<file path="src/rtl/lvds_sd_adc.sv">
`default_nettype none
// ============================================================================
// Module   : lvds_sd_adc
// Purpose  : Multi-channel sigma-delta ADC front end for iCE40 LVDS
//            comparator inputs. Each channel synchronises its comparator bit,
//            returns it as the 1-bit DAC feedback and counts ones over a
//            2^DECIM_LOG2-cycle window to form an unsigned sample. All
//            channels share one valid/ready output with a sticky overrun flag.
// Ports    : clk          - system clock
//            rst_n        - asynchronous active-low reset
//            en           - conversion enable (low discards the partial window)
//            comp_in      - raw comparator bits, one per channel (async)
//            fb_out       - registered feedback bits to the RC DAC pins
//            sample_data  - channel n at [n*SW +: SW], SW = DECIM_LOG2+1
//            sample_valid - sample_data holds an unconsumed sample
//            sample_ready - consumer accepts when valid and ready are high
//            overrun      - sticky: an unconsumed sample was overwritten
//            clr_ovr      - synchronous clear of overrun
//            heartbeat    - LED blink
// Options  : HEARTBEAT_EN - when defined, heartbeat is bit BLINK_LOG2 of a
//            free-running counter; otherwise heartbeat is tied low.
// Revision : 1.0 - initial release
// ============================================================================
module lvds_sd_adc #(
  parameter int CHANNELS    = 1,
  parameter int DECIM_LOG2  = 8,
  parameter int SYNC_STAGES = 2,
  parameter int BLINK_LOG2  = 25
) (
  input  logic                                 clk,
  input  logic                                 rst_n,
  input  logic                                 en,
  input  logic [CHANNELS-1:0]                  comp_in,
  output logic [CHANNELS-1:0]                  fb_out,
  output logic [CHANNELS*(DECIM_LOG2+1)-1:0]   sample_data,
  output logic                                 sample_valid,
  input  logic                                 sample_ready,
  output logic                                 overrun,
  input  logic                                 clr_ovr,
  output logic                                 heartbeat
);

  // Sample width: a full window of ones (2^DECIM_LOG2) needs one extra bit.
  localparam int                    c_sw       = DECIM_LOG2 + 1;
  localparam logic [DECIM_LOG2-1:0] c_win_last = '1;

  if (SYNC_STAGES < 2 || SYNC_STAGES > 4 || BLINK_LOG2 < 1) begin : g_param_check
    $error("lvds_sd_adc: SYNC_STAGES must be 2..4 and BLINK_LOG2 >= 1");
  end

  typedef enum logic [0:0] {
    ST_EMPTY = 1'b0,
    ST_FULL  = 1'b1
  } state_t;

  logic [SYNC_STAGES-1:0]          r_sync [CHANNELS];
  logic [c_sw-1:0]                 r_acc  [CHANNELS];
  logic [c_sw-1:0]                 w_sum  [CHANNELS];
  logic [CHANNELS-1:0]             w_s;
  logic [CHANNELS-1:0]             r_fb;
  logic [CHANNELS*c_sw-1:0]        r_data;
  logic [DECIM_LOG2-1:0]           r_win;
  logic                            w_tc;
  logic                            r_ovr;
  logic                            w_ovr_set;
  state_t                          r_state;
  state_t                          w_state_nxt;

  // Last synchroniser stage and the running sum including this cycle's bit.
  always_comb begin
    w_s = '0;
    for (int n = 0; n < CHANNELS; n++) begin
      w_s[n]   = r_sync[n][SYNC_STAGES-1];
      w_sum[n] = r_acc[n] + {{DECIM_LOG2{1'b0}}, w_s[n]};
    end
  end

  assign w_tc = en && (r_win == c_win_last);

  // Shared window counter; held at zero while disabled so en rising always
  // starts a complete window.
  always_ff @(posedge clk or negedge rst_n) begin
    if (!rst_n) begin
      r_win <= '0;
    end else if (!en) begin
      r_win <= '0;
    end else begin
      r_win <= r_win + 1'b1;
    end
  end

  // Per-channel synchroniser, feedback and accumulator. The feedback path
  // runs regardless of en so the external loop stays settled while idle.
  always_ff @(posedge clk or negedge rst_n) begin
    if (!rst_n) begin
      for (int n = 0; n < CHANNELS; n++) begin
        r_sync[n] <= '0;
        r_acc[n]  <= '0;
      end
      r_fb   <= '0;
      r_data <= '0;
    end else begin
      for (int n = 0; n < CHANNELS; n++) begin
        r_sync[n] <= {r_sync[n][SYNC_STAGES-2:0], comp_in[n]};
        r_fb[n]   <= w_s[n];
        if (!en) begin
          r_acc[n] <= '0;
        end else if (w_tc) begin
          // The bit of the terminal cycle belongs to the closing window.
          r_acc[n]                 <= '0;
          r_data[n*c_sw +: c_sw]   <= w_sum[n];
        end else begin
          r_acc[n] <= w_sum[n];
        end
      end
    end
  end

  // Output handshake FSM.
  always_ff @(posedge clk or negedge rst_n) begin
    if (!rst_n) begin
      r_state <= ST_EMPTY;
    end else begin
      r_state <= w_state_nxt;
    end
  end

  always_comb begin
    w_state_nxt = r_state;
    w_ovr_set   = 1'b0;
    case (r_state)
      ST_EMPTY: begin
        if (w_tc) begin
          w_state_nxt = ST_FULL;
        end
      end
      ST_FULL: begin
        if (w_tc) begin
          // New data lands this edge; lost only if the old one was not taken.
          w_ovr_set = !sample_ready;
        end else if (sample_ready) begin
          w_state_nxt = ST_EMPTY;
        end
      end
      default: w_state_nxt = ST_EMPTY;
    endcase
  end

  // Overrun is sticky; a simultaneous new event beats the clear.
  always_ff @(posedge clk or negedge rst_n) begin
    if (!rst_n) begin
      r_ovr <= 1'b0;
    end else if (w_ovr_set) begin
      r_ovr <= 1'b1;
    end else if (clr_ovr) begin
      r_ovr <= 1'b0;
    end
  end

  assign fb_out       = r_fb;
  assign sample_data  = r_data;
  assign sample_valid = (r_state == ST_FULL);
  assign overrun      = r_ovr;

`ifdef HEARTBEAT_EN
  logic [BLINK_LOG2:0] r_blink;

  always_ff @(posedge clk or negedge rst_n) begin
    if (!rst_n) begin
      r_blink <= '0;
    end else begin
      r_blink <= r_blink + 1'b1;
    end
  end

  assign heartbeat = r_blink[BLINK_LOG2];
`else
  assign heartbeat = 1'b0;
`endif

endmodule
`default_nettype wire

</file>
<file path="config.mk">
export PLATFORM = sky130hd
export DESIGN_NAME = lvds_sd_adc
export DESIGN_NICKNAME = d
export VERILOG_FILES = /design/src/rtl/lvds_sd_adc.sv
export SDC_FILE = /design/constraint.sdc
export NUM_CORES = 1
export LEC_CHECK = 0
export ABC_AREA = 1
export CORE_MARGIN = 4
export CORE_UTILIZATION = 57
export CTS_CLUSTER_DIAMETER = 50
export CTS_CLUSTER_SIZE = 30
export DETAILED_ROUTE_END_ITERATION = 8
export PLACE_DENSITY = 0.91
export SLEW_MARGIN = 20
export SYNTH_ARGS = -nofsm -noshare
export SYNTH_HDL_FRONTEND = slang
export SYNTH_SLANG_ARGS = --single-unit
export TNS_END_PERCENT = 100
</file>
<file path="constraint.sdc">
create_clock -name clk -period 4.1 [get_ports clk]
set_input_delay 0.82 -clock clk [delete_from_list [all_inputs] [get_ports clk]]
set_output_delay 0.82 -clock clk [all_outputs]
set_load 0.05 [all_outputs]
</file>
# [After elaboration in Yosys (flattened, before gate mapping)]
# Index checks and enable logic that the tools add are counted.
[totals] romBits=0 inputBits=6 latchBits=0 mem_count=0 register_bits=31 mem_bits_rw=0 output_inout_bits=13
[op_classes] reduce_logical=4 div_mod_pow=0 n_eq_ne=1 n_mul=0 muxes=11 bitwise_logic=1 shifts=0 n_lt_le_gt_ge=0 addsub=2
[ops] operator="2-to-1 mux 9 bit" n=2
[ops] operator="adder 9 x 1 -> 9 bit" n=1
[ops] operator="adder 8 x 1 -> 8 bit, second input constant" n=1
[ops] operator="equality test 8 bit, second input constant" n=1
[ops] operator="2-to-1 mux 8 bit" n=1
[ops] operator="2-to-1 mux 1 bit" n=7
[ops] operator="one-hot mux 1 bit (2 select lines)" n=1
[ops] operator="AND reduction 2 bit" n=1
[ops] operator="nonzero test 2 bit" n=1
[ops] operator="logical AND 1 bit" n=1
[ops] operator="logical NOT 1 bit" n=1
[ops] operator="NOT 1 bit" n=1

# [Logic depth before layout (Yosys ltp)]
[depth] ltp_word=5 mapped_depth=9 ltp_nobuf=9

# [Worst setup path before layout]
# No wires, ideal clock.
[synth_timing] kind="input to register" startpoint="in en" endpoint="reg r_data[4], in the netlist sample_data[4]" setup_time_ps=118 stages=5 t_arrival_ps=1347 required_ps=3982 path_slack_ps=2635 cell_sequence="buf_2 -> nand3_4 -> buf_6 -> nand2_1 -> nand2_1"
[synth_between] elab_chain_len=2
[synth_rtl] element="from (decl)" line="32" rtl="input logic en,"
[synth_rtl] element="logical AND 1 bit" line="78" rtl="assign w_tc = en && (r_win == c_win_last);"
[synth_rtl] element="AND reduction 2 bit (no source line) (*)"
[synth_rtl] element="to (signal, indexed assignment)" line="111" rtl="r_data[n*c_sw +: c_sw] <= w_sum[n];"
[synth_rtl] element="to (decl)" line="61" rtl="logic [CHANNELS*c_sw-1:0] r_data;"
# Every way passes the cells marked *; elsewhere a longest branch is shown, timed or not.
# A chain may end at the register's enable or synchronous reset.

# [Worst setup path after layout]
[layout_timing] startpoint="reg r_data[3], in the netlist sample_data[3]" endpoint="out sample_data[3]"
[layout_rtl] element="to (decl)" line="35" rtl="output logic [CHANNELS*(DECIM_LOG2+1)-1:0] sample_data,"
# No word-level cell between the ends.

==> results.py <==
metrics = {
    "cts": {
        "clock_latency_ns": 0.34,
        "cts_resized": 0,
        "clk_pin_slew_ns": 0.09,
        "cts-root-buf": "clkbuf_4",
        "cts_inserted_buffers": 5,
        "cts_setup_buffers": 0,
        "ctsHoldBuffers": 0,
        "htreeDepth": 2,
        "cts_tree": "done",
        "cts_buffer_depth": 2,
        "clock-sinks": 31,
    },
    "logic_synthesis": {
        "yosysWarnings": 0,
        "synth_largest_area_cell": "dfrtp_1",
        "synth_seq_cells": 31,
        "syn-instance-count": 157,
        "synthArstFlopShare": 1.00,
        "yosysUniqueCellTypes": 22,
        "yosysMostFrequentCell": "nand2_1",
        "synth_edf_count": 0,
        "synth_area_sq_um": 1410,
        "yosys_most_used_dff": "dfrtp_1",
        "syn-num-nets": 167,
        "ys_seq_area_frac": 0.551,
        "synthTopCellsByArea": "dfrtp_1 (55%), nand2_1 (12%), nor2_1 (5.1%)",
        "syn_avg_cell_area_sq_um": 8.97,
        "yosysTopAreaCellShare": 0.551,
        "ys_top_cells_by_count": "nand2_1 (45), dfrtp_1 (31), nor2_1 (19), inv_1 (14)",
    },
    "floorplan": {
        "coreArea_sq_um": 2280,
        "start_util": 0.618,
        "die_area_sq_um": 3330,
        "die_x_um": 57.7,
        "fp.dieH_um": 57.7,
        "io_pins": 19,
        "fp-row-count": 17,
    },
    "setup_path": {
        "path_cells": "clkdlybuf4s50_1",
        "slowest_delay_ns": 0.81,
        "start_kind": "register",
        "crit_start": "sample_data[3]",
        "critical_path.top_delay_family": "buffers and inverters",
        "crit_type": "register to output pin",
        "cp_data_required_time_ns": 3.28,
        "worst-path-max-fanout": 2,
        "r2r_start": "r_sync[1]",
        "slowest_stage": "clkdlybuf4s50_1",
        "critPathArrivalTime_ns": 1.51,
        "end_kind": "output pin",
        "cp_num_buf_inv": 1,
    },
    "power_and_ir_drop": {
        "pwr_density_cell_nw_per_um2": 354,
        "leakage_uw": 0.000780,
        "p_sw_frac": 0.217,
        "p_int_uw": 466,
        "pwr-share-comb": 0.055,
        "worst_ir_drop_vdd_v": 0.000442,
        "pwr-share-clk": 0.415,
        "p_seq_frac": 0.530,
        "p_sw_uw": 129,
    },
    "timing": {
        "timing.final.crit_share": 0.569,
        "max_slew_margin": 0.668,
        "drv_slew": 0,
        "rsz0062_at_grt": "no",
        "setup_tns_ns": 0,
        "tightest_slew_ns": 0.497,
        "setup_viol": 0,
        "max_freq_ghz": 0.429,
        "clock-skew-final_ns": 0.00964,
        "finalCriticalPeriod_ns": 2.33,
        "hold_violations": 0,
    },
    "global_routing": {
        "grt_pass1_wl_mm": 4.84,
        "grt_use_total": 0.193,
        "grt_start_max_net_pins": 32,
        "grt_pass1_vias": 1114,
        "overflow": 0,
        "antenna_found_initial": 0,
    },
    "run": {
        "cap_violations": 0,
    },
    "route": {
        "drt-vias-per-instance": 5.32,
        "drc": 0,
        "antenna_left": 0,
        "wire_per_inst_um": 13.1,
        "vias": 1106,
        "drt-total-wl_mm": 2.73,
        "drtPass1Iterations": 4,
        "first_iter_violations": 32,
    },
    "worst_hold_path": {
        "hold_path.class": "register to register",
        "hold_start": "r_sync[0]",
    },
    "finish": {
        "utilization": 0.739,
        "nets": 189,
        "antennaDiodeCount": 0,
        "layout-drive-gt1-share": 0.122,
        "areaGrowthSynthToFinish_pct": 19.6,
    },
    "placement": {
        "dpl.hpwl_mm": 1.96,
        "port_buffers": 17,
        "gp_congestion": 0.791,
    },
    "outcome": {
        "status": "completed",
    },
}
## cell type report
| cell class | count | area (sq um) |
|---|---|---|
| sequential | 31 | 776 |
| fill | 153 | 593 |
| multi-input combinational | 107 | 548 |
| timing repair buffer | 18 | 178 |
| inverter | 16 | 60.1 |
| clock buffer | 6 | 51.3 |
| clock inverter | 2 | 35.0 |
| tap | 28 | 35.0 |
## power groups by stage
stage | registers, uW | clock network [uW] | logic, uW
global route | 316 | 270 | 36.9
floorplan | 322 | 0 | 15.9
detailed placement | 322 | 0 | 33.2
CTS | 316 | 253 | 33.4
global placement | 321 | 0 | 30.8
finish | 316 | 247 | 32.9
## registers in the layout (all words and copies together), names as in the netlist
name	flops
r_win	8
sample_data	9
fb_out	1
r_acc	9
sample_valid	1
r_sync	2
overrun	1
## routing by layer
metal | part of all wire | global-route usage | vias up
met5 | 0 | 0 | -
met4 | 0.019 | 0.0695 | 0
met3 | 0.066 | 0.0690 | 7
met2 | 0.52 | 0.337 | 30
met1 | 0.40 | 0.217 | 529
li1 | - | - | 540
## placed cells by master, fill, tap and decap left out, drive strengths merged
master and instances:
a21oi 8, buf 1, bufinv 1, clkbuf 6
clkdlybuf4s50 17, clkinv 1, conb 1, dfrtp 31
ha 4, inv 16, nand2 48, nand3 9
nor2 22, nor3 2, o21a 1, o21ai 9
o22ai 1, xnor2 1, xor2 1
## final timing paths
check	end	slack (ns)	cells past startpoint
worst max-delay path	sample_data[3]	1.77	1
worst min-delay path	r_sync[1]	0.37	0
worst max register to register	sample_data[8]	2.63	9
worst min register to register	r_sync[1]	0.37	0
max in group asynchronous	r_acc[7]	2.94	2
min in group asynchronous	r_win[5]	0.87	2
## stage by stage
stage | hold WS [ns] | instance area, sq um | power, uW | instances | setup slack (ns)
after global placement | 0.341 | 1600 | 352 | 200 | 2.09
after CTS | 0.367 | 1680 | 602 | 208 | 1.74
after floorplan | 0.331 | 1410 | 338 | 157 | 2.64
final | 0.366 | 1680 | 595 | 208 | 1.77
after detailed placement | 0.337 | 1600 | 355 | 200 | 2.04
after global routing | 0.380 | 1680 | 623 | 208 | 1.71
## logic make-up after synthesis
| family | count (synthesis) | synth area share |
|---|---|---|
| AOI/OAI and AO/OA | 19 | 0.0827 |
| xor gates and xnor gates | 2 | 0.0124 |
| adders and majority gates | 4 | 0.0356 |
| buffers and inverters | 19 | 0.0596 |
| DFF | 31 | 0.551 |
| other | 1 | 0.00266 |
| and+or+nand+nor | 81 | 0.256 |
No activity file was read; power rests on OpenSTA's default activity.
